`src/rtl/timer_pkg.sv`:
```
// +----------------------------------------------------------------------+
// | timer_pkg : state encodings and helpers shared by the timer blocks   |
// | Revision  : 1.0 - initial release                                    |
// +----------------------------------------------------------------------+
`default_nettype none

package timer_pkg;

  typedef enum logic [1:0] {
    ST_IDLE = 2'd0,
    ST_RUN  = 2'd1,
    ST_DONE = 2'd2
  } state_t;

  localparam int c_min_nreq = 2;
  localparam int c_max_nreq = 8;

  // Round-robin successor of an index in a ring of n slots.
  function automatic int next_idx(input int idx, input int n);
    return (idx + 1 >= n) ? 0 : idx + 1;
  endfunction

endpackage

`default_nettype wire

```
`src/rtl/rr_arbiter.sv`:
```
// +----------------------------------------------------------------------+
// | rr_arbiter : combinational round-robin pick starting at i_ptr         |
// | Revision   : 1.0 - initial release                                   |
// +----------------------------------------------------------------------+
`default_nettype none

module rr_arbiter #(
  parameter int NREQ = 4,
  parameter int IW   = $clog2(NREQ)
) (
  input  logic [NREQ-1:0] i_req,
  input  logic [IW-1:0]   i_ptr,
  output logic [NREQ-1:0] o_grant,
  output logic [IW-1:0]   o_idx,
  output logic            o_valid
);

  int            w_j;
  logic [IW-1:0] w_sel;

  // Walk offsets from farthest to nearest so the nearest set bit wins.
  always_comb begin
    o_grant = '0;
    o_idx   = '0;
    o_valid = 1'b0;
    w_j     = 0;
    w_sel   = '0;
    for (int k = NREQ - 1; k >= 0; k--) begin
      w_j = int'(i_ptr) + k;
      if (w_j >= NREQ) w_j = w_j - NREQ;
      w_sel = IW'(w_j);
      if (i_req[w_sel]) begin
        o_grant        = '0;
        o_grant[w_sel] = 1'b1;
        o_idx          = w_sel;
        o_valid        = 1'b1;
      end
    end
  end

endmodule

`default_nettype wire

```
`src/rtl/timer_sched.sv`:
```
// +----------------------------------------------------------------------+
// | timer_sched : one shared timeout counter granted round-robin         |
// | Revision    : 1.0 - initial release                                  |
// +----------------------------------------------------------------------+
`default_nettype none

module timer_sched
  import timer_pkg::*;
#(
  parameter int NREQ  = 4,
  parameter int WIDTH = 8
) (
  input  logic                  i_clk,
  input  logic                  i_rst,
  input  logic                  i_en,
  input  logic [NREQ-1:0]       i_req,
  input  logic [NREQ*WIDTH-1:0] i_len,
  output logic [NREQ-1:0]       o_grant,
  output logic                  o_busy,
  output logic [NREQ-1:0]       o_done
);

  localparam int c_iw = $clog2(NREQ);

  state_t            r_state, w_state_nxt;
  logic [WIDTH-1:0]  r_count, w_count_nxt;
  logic [c_iw-1:0]   r_ptr, w_ptr_nxt;
  logic [c_iw-1:0]   r_owner, w_owner_nxt;
  logic [NREQ-1:0]   r_grant, w_grant_nxt;
  logic [NREQ-1:0]   r_done, w_done_nxt;
  logic              r_busy, w_busy_nxt;

  logic [NREQ-1:0]   w_arb_grant;
  logic [c_iw-1:0]   w_arb_idx;
  logic              w_arb_valid;
  logic [WIDTH-1:0]  w_len_sel;
  logic [c_iw-1:0]   w_owner_succ;

  rr_arbiter #(
    .NREQ (NREQ),
    .IW   (c_iw)
  ) u_arb (
    .i_req   (i_req),
    .i_ptr   (r_ptr),
    .o_grant (w_arb_grant),
    .o_idx   (w_arb_idx),
    .o_valid (w_arb_valid)
  );

  assign w_len_sel    = i_len[int'(w_arb_idx)*WIDTH +: WIDTH];
  assign w_owner_succ = c_iw'(next_idx(int'(r_owner), NREQ));

  always_ff @(posedge i_clk or posedge i_rst) begin
    if (i_rst) begin
      r_state <= ST_IDLE;
      r_count <= '0;
      r_ptr   <= '0;
      r_owner <= '0;
      r_grant <= '0;
      r_done  <= '0;
      r_busy  <= 1'b0;
    end else begin
      r_state <= w_state_nxt;
      r_count <= w_count_nxt;
      r_ptr   <= w_ptr_nxt;
      r_owner <= w_owner_nxt;
      r_grant <= w_grant_nxt;
      r_done  <= w_done_nxt;
      r_busy  <= w_busy_nxt;
    end
  end

  always_comb begin
    w_state_nxt = r_state;
    w_count_nxt = r_count;
    w_ptr_nxt   = r_ptr;
    w_owner_nxt = r_owner;
    w_grant_nxt = r_grant;
    w_done_nxt  = '0;
    w_busy_nxt  = r_busy;
    case (r_state)
      ST_IDLE: begin
        if (w_arb_valid) begin
          w_state_nxt = ST_RUN;
          w_count_nxt = w_len_sel;
          w_owner_nxt = w_arb_idx;
          w_grant_nxt = w_arb_grant;
          w_busy_nxt  = 1'b1;
        end
      end
      ST_RUN: begin
        // A dropped request wins over an expiry on the same edge.
        if (!i_req[r_owner]) begin
          w_state_nxt = ST_IDLE;
          w_grant_nxt = '0;
          w_busy_nxt  = 1'b0;
          w_ptr_nxt   = w_owner_succ;
        end else if (r_count == '0) begin
          w_state_nxt = ST_DONE;
          w_done_nxt  = r_grant;
        end else if (i_en) begin
          w_count_nxt = r_count - WIDTH'(1);
        end
      end
      ST_DONE: begin
        w_state_nxt = ST_IDLE;
        w_grant_nxt = '0;
        w_busy_nxt  = 1'b0;
        w_ptr_nxt   = w_owner_succ;
      end
      default: begin
        w_state_nxt = ST_IDLE;
        w_grant_nxt = '0;
        w_busy_nxt  = 1'b0;
      end
    endcase
  end

  assign o_grant = r_grant;
  assign o_done  = r_done;
  assign o_busy  = r_busy;

`ifdef FORMAL
  initial begin
    r_state = ST_IDLE;
    r_count = '0;
    r_ptr   = '0;
    r_owner = '0;
    r_grant = '0;
    r_done  = '0;
    r_busy  = 1'b0;
  end

  always_comb begin
    a_grant_onehot0 : assert ($onehot0(r_grant));
    a_done_onehot0  : assert ($onehot0(r_done));
    a_done_owner    : assert ((r_done & ~r_grant) == '0);
  end

  a_no_wrap : assert property (@(posedge i_clk) disable iff (i_rst)
    (r_state == ST_RUN && r_count == '0) |=> (r_count == '0));
`endif

endmodule

`default_nettype wire

```
`config.mk`:
```
export PLATFORM = sky130hd
export DESIGN_NAME = timer_sched
export DESIGN_NICKNAME = d
export VERILOG_FILES = /design/src/rtl/timer_pkg.sv /design/src/rtl/rr_arbiter.sv /design/src/rtl/timer_sched.sv
export SDC_FILE = /design/constraint.sdc
export NUM_CORES = 1
export LEC_CHECK = 0
export ABC_CLOCK_PERIOD_IN_PS = 4520
export CAP_MARGIN = 20
export CORE_MARGIN = 2
export CORE_UTILIZATION = 45
export CTS_CLUSTER_DIAMETER = 150
export DETAILED_ROUTE_END_ITERATION = 10
export PLACE_DENSITY_LB_ADDON = 0.3
export SLEW_MARGIN = 20
export SYNTH_ARGS = -nofsm -noshare
export SYNTH_HDL_FRONTEND = slang
export SYNTH_SLANG_ARGS = --single-unit
```
`constraint.sdc`:
```
create_clock -name i_clk -period 4.52 [get_ports i_clk]
set_input_delay 0.904 -clock i_clk [delete_from_list [all_inputs] [get_ports i_clk]]
set_output_delay 0.904 -clock i_clk [all_outputs]
set_load 0.005 [all_outputs]
```
# ---- Word-level counts from Yosys, hierarchy flattened
# Cells that the tools add are included.
dict set report totals {
  register_bits 23
  inputBits 39
  elab_cells 107
}
dict set report op_classes {
  addsub 9
  magnitude_cmp 14
  n_eq_ne 8
  shift 1
  muxes 55
  reduce_logical 13
}
# op n
set ops {}
lappend ops {{$mux 4} 9}
lappend ops {{$mux 8} 4}
lappend ops {{$shiftx 32x6->8} 1}
lappend ops {{$mux 2} 13}
lappend ops {{$pmux 8 s2} 1}
lappend ops {{$lt 2x3->1 const B} 5}
lappend ops {{$mux 1} 15}
lappend ops {{$ge 3x3->1 const B} 4}
lappend ops {{$bmux 1 s2} 5}
lappend ops {{$demux 1 s2} 4}
lappend ops {{$ge 2x1->1 const B} 4}
lappend ops {{$logic_not 8->1} 1}
lappend ops {{$ne 2x2->1 const B} 4}
lappend ops {{$pmux 2 s2} 2}
lappend ops {{$pmux 4 s2} 1}
lappend ops {{$reduce_and 2->1} 4}
lappend ops {{$sub 2x1->2 const B} 4}
lappend ops {{$sub 8x1->8 const B} 1}
lappend ops {{$add 2x1->3 const B} 2}
lappend ops {{$add 2x2->3 const B} 2}
lappend ops {{$reduce_and 5->1} 1}
lappend ops {{$logic_and 1x1->1} 4}
lappend ops {{$reduce_bool 2->1} 2}
lappend ops {{$ge 2x3->1 const B} 1}
lappend ops {{other kinds (6)} 6}

# ---- Longest topological paths before layout
# Gate-level depths: netlist (run 1).
dict set report logic_depth {
  depth_word 13
  depth_mapped 10
  ltp_nobuf 8
}

# ---- Modules after synthesis
# From an unflattened synthesis (run 1), not the netlist that was laid out.
dict set report hier_totals {
  cells_unflattened 208
  area_unflattened_um2 2090.8
}
# mod instances cells_per_inst area_each_um2 seq_area_each_um2
set by_module_without_submodules {}
lappend by_module_without_submodules {timer_sched 1 123 1407.6 575.6}
lappend by_module_without_submodules {rr_arbiter 1 85 683.2 0.0}

# ---- Least setup slack after synthesis (run 1)
# OpenSTA, ideal clock, no wires.
dict set report synth_path {
  path_type {flip-flop to flip-flop}
  start {reg r_ptr[0]}
  end {reg r_count[7]}
  setup_ns 0.124
  arrival_time_ns 2.863
  required_ns 4.396
  setup_slack_ns 1.533
  stages_incl_launch_ff 11
  n_path_buf 2
  synth_period_minus_slack_ns 2.987
  cell_sequence {dfrtp_1 > buf_6 > buf_4 > inv_1 > ha_1 > mux4_2 > inv_2 > a211oi_4 > a21oi_4 > mux2_4 > a211o_1}
}
dict set report synth_between {
  elab_chain_len 12
}
# item line
set synth_rtl {}
lappend synth_rtl {{start, declared} timer_sched.sv:27} ;# logic [c_iw-1:0] r_ptr, w_ptr_nxt;
lappend synth_rtl {{start signal, assigned} timer_sched.sv:65} ;# r_ptr <= w_ptr_nxt;
lappend synth_rtl {{$add 2x2->3} rr_arbiter.sv:29} ;# w_j = int'(i_ptr) + k;
lappend synth_rtl {{$ge 3x3->1 or $sub 2x1->2 (tied branches)} rr_arbiter.sv:30} ;# if (w_j >= NREQ) w_j = w_j - NREQ;
lappend synth_rtl {{$mux 2} rr_arbiter.sv:30}
lappend synth_rtl {{$bmux 1 s2} rr_arbiter.sv:32} ;# if (i_req[w_sel]) begin
lappend synth_rtl {{$mux 1 (not written as such)} rr_arbiter.sv:32}
lappend synth_rtl {{$mux 2 (4 in series)} rr_arbiter.sv:32}
lappend synth_rtl {{$shiftx 32x6->8} timer_sched.sv:50} ;# assign w_len_sel = i_len[int'(w_arb_idx)*WIDTH +: WIDTH];
lappend synth_rtl {{$mux 8} timer_sched.sv:83} ;# if (w_arb_valid) begin
lappend synth_rtl {{$pmux 8 s2} timer_sched.sv:81} ;# case (r_state)
lappend synth_rtl {{end signal, assigned} timer_sched.sv:64} ;# r_count <= w_count_nxt;
lappend synth_rtl {{end, declared} timer_sched.sv:26} ;# logic [WIDTH-1:0] r_count, w_count_nxt;
# Several ways; a longest one is shown, not always the timed one. The select of a mux whose other input is x is not followed.
# A chain may end at the register's enable or synchronous reset.

# ---- Worst setup path after layout (run 1)
# Ends and elaborated chain as after synthesis.

==> impl_results.md, run 1 <==
* Initial antenna violation count at 0
* Final period util at 71.18%
* Final-report setup violation count at 0
* Lkg Pwr at 1.058 nW
* Unrepaired setup endpoints after global routing: no
* Max VDD drop at 0.3899 mV
* Max-Cap Viols at 0
* Seq/Total Area, Yosys at 29.89%
* Syn_nets at 261
* Total Wirelength at 4549 um
* Initial core utilization at 47.46%
* Root Driver: clkbuf_8
* Cells after Synth at 212
* Crit path DAT at 3370 ps
* Most frequent cell after synthesis: nand2_1
* Power Density at 625.5 nW/um2
* Final Skew at 7.721 ps
* Global-route usage over all layers at 19.53%
* Critical path class: reg -> reg
* Vias/cell at 5.618
* Slew HR at 42.92%
* Routed len/inst at 14.72 um
* CP Launch Type: flip-flop
* Fin crit period at 3217 ps
* Nets@finish at 309
* Final hold violation count at 0
* Vias in the first global route at 1644
* # H-tree levels at 1
* First-pass GRT wire length at 7797 um
* Post-synth EDFFs at 0
* Final Wtd Congestion at 0.8451
* HPWL after DPL at 3626 um
* Pin count of the biggest net entering global routing at 28
* Total die area at 4818 um2
* Min Hold Slack at 508.0 ps
* Area share of the largest cell type after synthesis at 29.89%
* Synth Cell Area at 1926 um2
* Area growth syn-to-layout at 28.85%
* Post-synthesis area per instance at 9.083 um2
* Antenna-violating nets left at 0
* Synth area leaders: dfrtp_1 (30%), mux2i_1 (7.3%), nand2_1 (6.8%)
* Slew @ Worst Pin at 842.9 ps
* Die W at 69.42 um
* Die Y at 69.42 um
* Fmax achieved at 310.8 MHz
* Core area at 4058 um2
* Num rows at 23
* Post-synth top cells: nand2_1 (35), dfrtp_1 (23), mux2i_1 (14), inv_1 (13)
* Post-synth ARST share at 100.0%
* Inserted Clock Buffers at 3
* Buffers on Ports at 47
* Register bit count reported by yosys at 23
* Layout cells sized above 1 at 11.20%
* Worst skew pair latency at 260 ps
* Cell taking the most area after synthesis: dfrtp_1
* Ys Warns at 0
* # IOs at 48
* Distinct cells, synth at 48
* Reg clk slew, reported paths at 80 ps
* Setup TNS at 0 ps
* Hold Buf Count CTS at 0
* CP Capture Type: flip-flop
* Clock buffer depth at 2
* DRT iter0 DRCs at 125
* Worst min path class: reg -> reg
* Post-route DRC at 0
* TritonRoute pass-1 iters at 4
* Crit-path max FO at 27
* Vias at 1736
* Number of diodes at 0
* CTS tree: built
* # resized after CTS at 0
* Ys flop type: dfrtp_1
* Post-CTS setup buffer count at 0
* GRT overflow at 0
* Final Max Slew Viols at 0
* Status: finished clean
* CP required at 4680 ps
* CTS Sinks at 23
[logic make-up after synthesis]
group           Yosys count  synth area share (%)
fa+ha+maj                10                 6.498
compound gates           61                 23.65
simple gates             74                 18.26
mux                      25                 17.41
buf+inv                  19                 4.289
flops                    23                 29.89
[cell usage in the layout, fill, tap and decap left out, types with 2 or more instances in the layout]
| master | synthesis | routed |
|---|---|---|
| o21ai_0 | 8 | 8 |
| clkbuf_8 | 0 | 3 |
| nor3_1 | 4 | 4 |
| mux4_2 | 5 | 5 |
| dfrtp_1 | 23 | 23 |
| and2_1 | 6 | 6 |
| mux2i_1 | 14 | 14 |
| nand2_1 | 35 | 35 |
| o22ai_1 | 3 | 3 |
| a221oi_1 | 3 | 3 |
| o211ai_1 | 2 | 2 |
| o31a_1 | 2 | 2 |
| nor2b_1 | 4 | 4 |
| ha_1 | 10 | 10 |
| nand3_1 | 2 | 2 |
| a21oi_1 | 12 | 12 |
| or2_2 | 4 | 4 |
| a211o_1 | 2 | 2 |
| inv_1 | 13 | 13 |
| o31ai_1 | 3 | 3 |
| nor2_1 | 11 | 11 |
| mux2_2 | 4 | 4 |
| or3_1 | 2 | 2 |
| clkdlybuf4s50_1 | 0 | 47 |
| o2111ai_1 | 2 | 2 |
| a211oi_1 | 12 | 12 |
[per-stage QoR]
step	instance area [um2]	power, mW	utilization, %	setup WS, ps	std cells
after floorplan	1926	1.183	-	1533	212
after global placement	2436	1.403	60.04	1169	305
after detailed placement	2436	1.423	60.04	1104	305
after CTS	2481	1.552	61.15	1276	309
after global routing	2481	1.694	61.15	1139	309
final	2481	1.552	61.15	1303	309
[critical path, stage by stage (launching register included)]
cell      delay (ps)
dfrtp_1          330
buf_4            310
inv_1            270
ha_1             410
mux4_2           600
inv_2            130
a211oi_4         100
a21oi_4          340
mux2_4           340
a211o_1          280
[final timing paths]
path	cells after the start	from	to	slack, ps
max reg2reg	9	r_ptr[0]$_DFFE_PP0P_	r_count[7]$_DFFE_PP0P_	1300
min reg2reg	2	o_grant[1]$_DFFE_PP0P_	o_grant[1]$_DFFE_PP0P_	510
min in group asynchronous	2	i_rst	o_busy$_DFFE_PP0P_	1110
max in group asynchronous	2	i_rst	r_state[0]$_DFFE_PP0P_	2880
min	2	o_grant[1]$_DFFE_PP0P_	o_grant[1]$_DFFE_PP0P_	510
max	9	r_ptr[0]$_DFFE_PP0P_	r_count[7]$_DFFE_PP0P_	1300
[state kept, by name, indices dropped and copies added, names as in the netlist]
register	count
r_ptr	2
r_owner	2
o_done	4
o_grant	4
r_state	2
r_count	8
o_busy	1
[cell type report]
| cell class | instances | area [um2] |
|---|---|---|
| Timing Repair Buffer | 48 | 478.0 |
| Fill cell | 370 | 1577 |
| Multi-Input combinational cell | 170 | 1267 |
| Clock buffer | 4 | 45.04 |
| Inverter | 14 | 52.55 |
| Tap cell | 50 | 62.56 |
| Sequential cell | 23 | 575.6 |
[power by group]
group          total (mW)  switching, mW  internal (mW)
combinational        1.06          0.587          0.475
clock               0.126         0.0629         0.0629
sequential          0.365         0.0773          0.287
[per-layer routing]
| metal | up-vias | track usage (%) | share of wire (%) |
|---|---|---|---|
| met3 | 5 | 1.163 | 4.9 |
| met1 | 796 | 28.60 | 46 |
| met2 | 49 | 31.41 | 48 |
| met4 | 0 | 5.229 | 1.1 |
| met5 | - | 0 | 0 |
| li1 | 886 | - | - |
Note: power is estimated with default switching activity, not from simulation.
==> run 2, diff against run 1 <==
--- a/config.mk
+++ b/config.mk
@@ -5,7 +5,7 @@
 export SDC_FILE = /design/constraint.sdc
 export NUM_CORES = 1
 export LEC_CHECK = 0
-export ABC_CLOCK_PERIOD_IN_PS = 4520
+export ABC_CLOCK_PERIOD_IN_PS = 2700
 export CAP_MARGIN = 20
 export CORE_MARGIN = 2
 export CORE_UTILIZATION = 45
==> constraint.sdc (replaced) <==
create_clock -name i_clk -period 2.7 [get_ports i_clk]
set_input_delay 0.54 -clock i_clk [delete_from_list [all_inputs] [get_ports i_clk]]
set_output_delay 0.54 -clock i_clk [all_outputs]
set_load 0.005 [all_outputs]
==> run 2 against run 1 <==
Via count increased by 7.5%; register-to-register slack got worse by 1100 ps; first-iteration DRC count decreased by 8.0%; flip-flop and latch count unchanged; count of clock-buffer cells in the layout decreased by 1; worst setup slack got worse by 1100 ps; clock power increased by 64%; wire length increased by 5.1%; die area unchanged; sequential power increased by 64%; combinational power increased by 100%.
==> impl_results.md, run 2 (synthesized netlist as in run 1, its figures left out) <==
* Most frequent cells in the layout: clkdlybuf4s50_1 (47), nand2_1 (35), buf_4 (27) (was clkdlybuf4s50_1 (47), nand2_1 (35), dfrtp_1 (23))
* Slew @ Worst Pin at 436.2 ps (was 842.9 ps)
* Vias at 1867 (was 1736)
* Total Wirelength at 4781 um (was 4549 um)
* Sequential fraction of design power at 20.4% (was 23.5%)
* Critical path class: reg -> reg (unchanged)
* Initial core utilization at 47.46% (unchanged)
* Cell Area, Placed at 2648 um2 (was 2436 um2)
* Crit path DAT at 2670 ps (was 3370 ps)
* CP Capture Type: flip-flop (unchanged)
* # H-tree levels at 1 (unchanged)
* FF-to-FF path depth at 9 (unchanged)
* CP required at 2840 ps (was 4680 ps)
* Fmax achieved at 394.1 MHz (was 310.8 MHz)
* Buffers on Ports at 47 (unchanged)
* Worst skew pair latency at 260 ps (about the same)
* Final Max Slew Viols at 0 (unchanged)
* Initial antenna violation count at 0 (unchanged)
* # IOs at 48 (unchanged)
* Final cell count without fillers at 335 (was 309)
* Sw Ratio at 44.28% (was 46.82%)
* Design area at 2705 um2 (was 2481 um2)
* Slew HR at 70.69% (was 42.92%)
* Hold Buf Count CTS at 0 (unchanged)
* CP Launch Type: flip-flop (unchanged)
* DRT iter0 DRCs at 115 (was 125)
* CTS tree: built (unchanged)
* Antenna-violating nets left at 0 (unchanged)
* Final hold violation count at 0 (unchanged)
* Root Driver: clkbuf_8 (unchanged)
* Fin util at 66.67% (was 61.15%)
* Vias/cell at 5.573 (was 5.618)
* Placed Cells at 331 (was 305)
* Final period util at 93.98% (was 71.18%)
* GRT overflow at 0 (unchanged)
* Unrepaired setup endpoints after global routing: no (unchanged)
* Layout cells sized above 1 at 21.05% (was 11.20%)
* Crit-path max FO at 5 (was 27)
* Most common cell after layout, fill and taps aside: clkdlybuf4s50_1 (unchanged)
* Power Density at 1088 nW/um2 (was 625.5 nW/um2)
* Die W at 69.42 um (unchanged)
* Clock buffer depth at 2 (unchanged)
* Final Wtd Congestion at 0.8642 (was 0.8451)
* Inserted Clock Buffers at 3 (unchanged)
* Final-report setup violation count at 0 (unchanged)
* Die Y at 69.42 um (unchanged)
* Final worst setup slack at 162.6 ps (was 1303 ps)
* Internal at 1.640 mW (was 0.8253 mW)
* Reg with most FFs: r_count (unchanged)
* Lkg Pwr at 1.182 nW (was 1.058 nW)
* Final Skew at 3.440 ps (was 7.721 ps)
* Reg2Reg Capture Point: r_count[5]$_DFFE_PP0P_ (was r_count[7]$_DFFE_PP0P_)
* Nets@finish at 335 (was 309)
* Total die area at 4818 um2 (unchanged)
* FF/Latch Area at 575.6 um2 (unchanged)
* Post-CTS setup buffer count at 0 (unchanged)
* Pin count of the biggest net entering global routing at 27 (was 28)
* Layout fillers at 339 (was 370)
* Worst min path class: reg -> reg (unchanged)
* Worst min-delay path startpoint: o_grant[3]$_DFFE_PP0P_ (was o_grant[1]$_DFFE_PP0P_)
* TritonRoute pass-1 iters at 4 (unchanged)
* Num rows at 23 (unchanged)
* Vias in the first global route at 1810 (was 1644)
* Post-route DRC at 0 (unchanged)
* Multi-input logic area at 1291 um2 (was 1267 um2)
* Worst hold path depth at 2 (unchanged)
* Max reg flops at 8 (unchanged)
* First-pass GRT wire length at 8293 um (was 7797 um)
* Worst Hold End: o_grant[3]$_DFFE_PP0P_ (was o_grant[1]$_DFFE_PP0P_)
* Fin crit period at 2537 ps (was 3217 ps)
* Global-route usage over all layers at 20.87% (was 19.53%)
* Routed len/inst at 14.27 um (was 14.72 um)
* Combinational Power Share at 72.6% (was 68.4%)
* HPWL after DPL at 3886 um (was 3626 um)
* Sw Pwr at 1.303 mW (was 0.7267 mW)
* R2R setup slack at 160 ps (was 1300 ps)
* Power consumption at 2.943 mW (was 1.552 mW)
* Reg clk slew, reported paths at 80 ps (about the same)
* DP Worst Slack at -115.9 ps (was 1104 ps)
* CTS Sinks at 23 (unchanged)
* Core area at 4058 um2 (unchanged)
* Number of diodes at 0 (unchanged)
* Max VDD drop at 0.7125 mV (was 0.3899 mV)
* Clock Power Share at 7.0% (was 8.1%)
* Max-Cap Viols at 0 (unchanged)
* Area growth syn-to-layout at 40.48% (was 28.85%)
* Critical R2R Launch: r_ptr[0]$_DFFE_PP0P_ (unchanged)
* Status: finished clean (unchanged)
## run 2: cell types whose count changed in the layout (fill, tap and decap cells not counted), sizes merged
cell	before	now
buf	1	27
clkbuf	4	3
clkinv	0	1
clkinvlp	0	1
inv	14	13
## run 2: area by class of cell
class | instances | area share, %
repair buffers | 74 | 24.88
clock inverters | 1 | 0.1850
well taps | 50 | 2.313
multi-input cells | 170 | 47.73
clock buffers | 3 | 1.526
flip-flops and latches | 23 | 21.28
inverters | 14 | 2.081
## run 2: worst max-delay path, cell delays in order (launching register included)
cell and delay (ps):
dfrtp_1 410, clkinvlp_4 130, ha_4 300, mux4_2 580, inv_2 130, a211oi_4 80, buf_4 160, a21o_2 220
a211oi_1 310, a211oi_1 90
## run 2: repair_timing
item | 4_1_cts | 5_1_grt
hold endpoints to repair | 0 | 0
setup endpoints to repair | 0 | 4
gates resized for setup | 0 | 2
## run 2: power groups by stage
stage / Sequential [mW] / Clock (mW) / Combinational [mW]
2_1_floorplan: 0.591 / 0 / 1.43
3_3_place_gp: 0.597 / 0 / 2.05
3_5_place_dp: 0.600 / 0 / 2.10
4_1_cts: 0.596 / 0.213 / 2.12
5_1_grt: 0.619 / 0.226 / 2.36
6_report: 0.599 / 0.207 / 2.14
## run 2: worst max path at each step
stage / depth (start not counted) / from / end
finish: 9 / r_ptr[0]$_DFFE_PP0P_ / r_count[5]$_DFFE_PP0P_
global route: 8 / r_ptr[0]$_DFFE_PP0P_ / r_count[1]$_DFFE_PP0P_
CTS: 7 / r_ptr[0]$_DFFE_PP0P_ / r_count[7]$_DFFE_PP0P_
detailed placement: 7 / i_req[3] / r_count[7]$_DFFE_PP0P_
global placement: 7 / i_req[3] / r_count[7]$_DFFE_PP0P_
floorplan: 10 / r_ptr[0]$_DFFE_PP0P_ / r_count[7]$_DFFE_PP0P_
## run 2: stage by stage
step / TNS, ps / hold WS (ps)
CTS: 0 / 514.4
floorplan: -290.4 / 471.1
global placement: -9.752 / 463.0
detailed placement: -353.6 / 496.7
finish: 0 / 505.3
global route: 0 / 537.7
## run 2: routing by layer
layer	up-vias	part of all wire [%]	wire, um	global-route usage, %
met3	4	4.9	233	1.453
li1	927	-	-	-
met1	882	47	2242	29.40
met4	0	0.86	41	4.575
met5	-	0	0	0
met2	54	47	2264	35.26
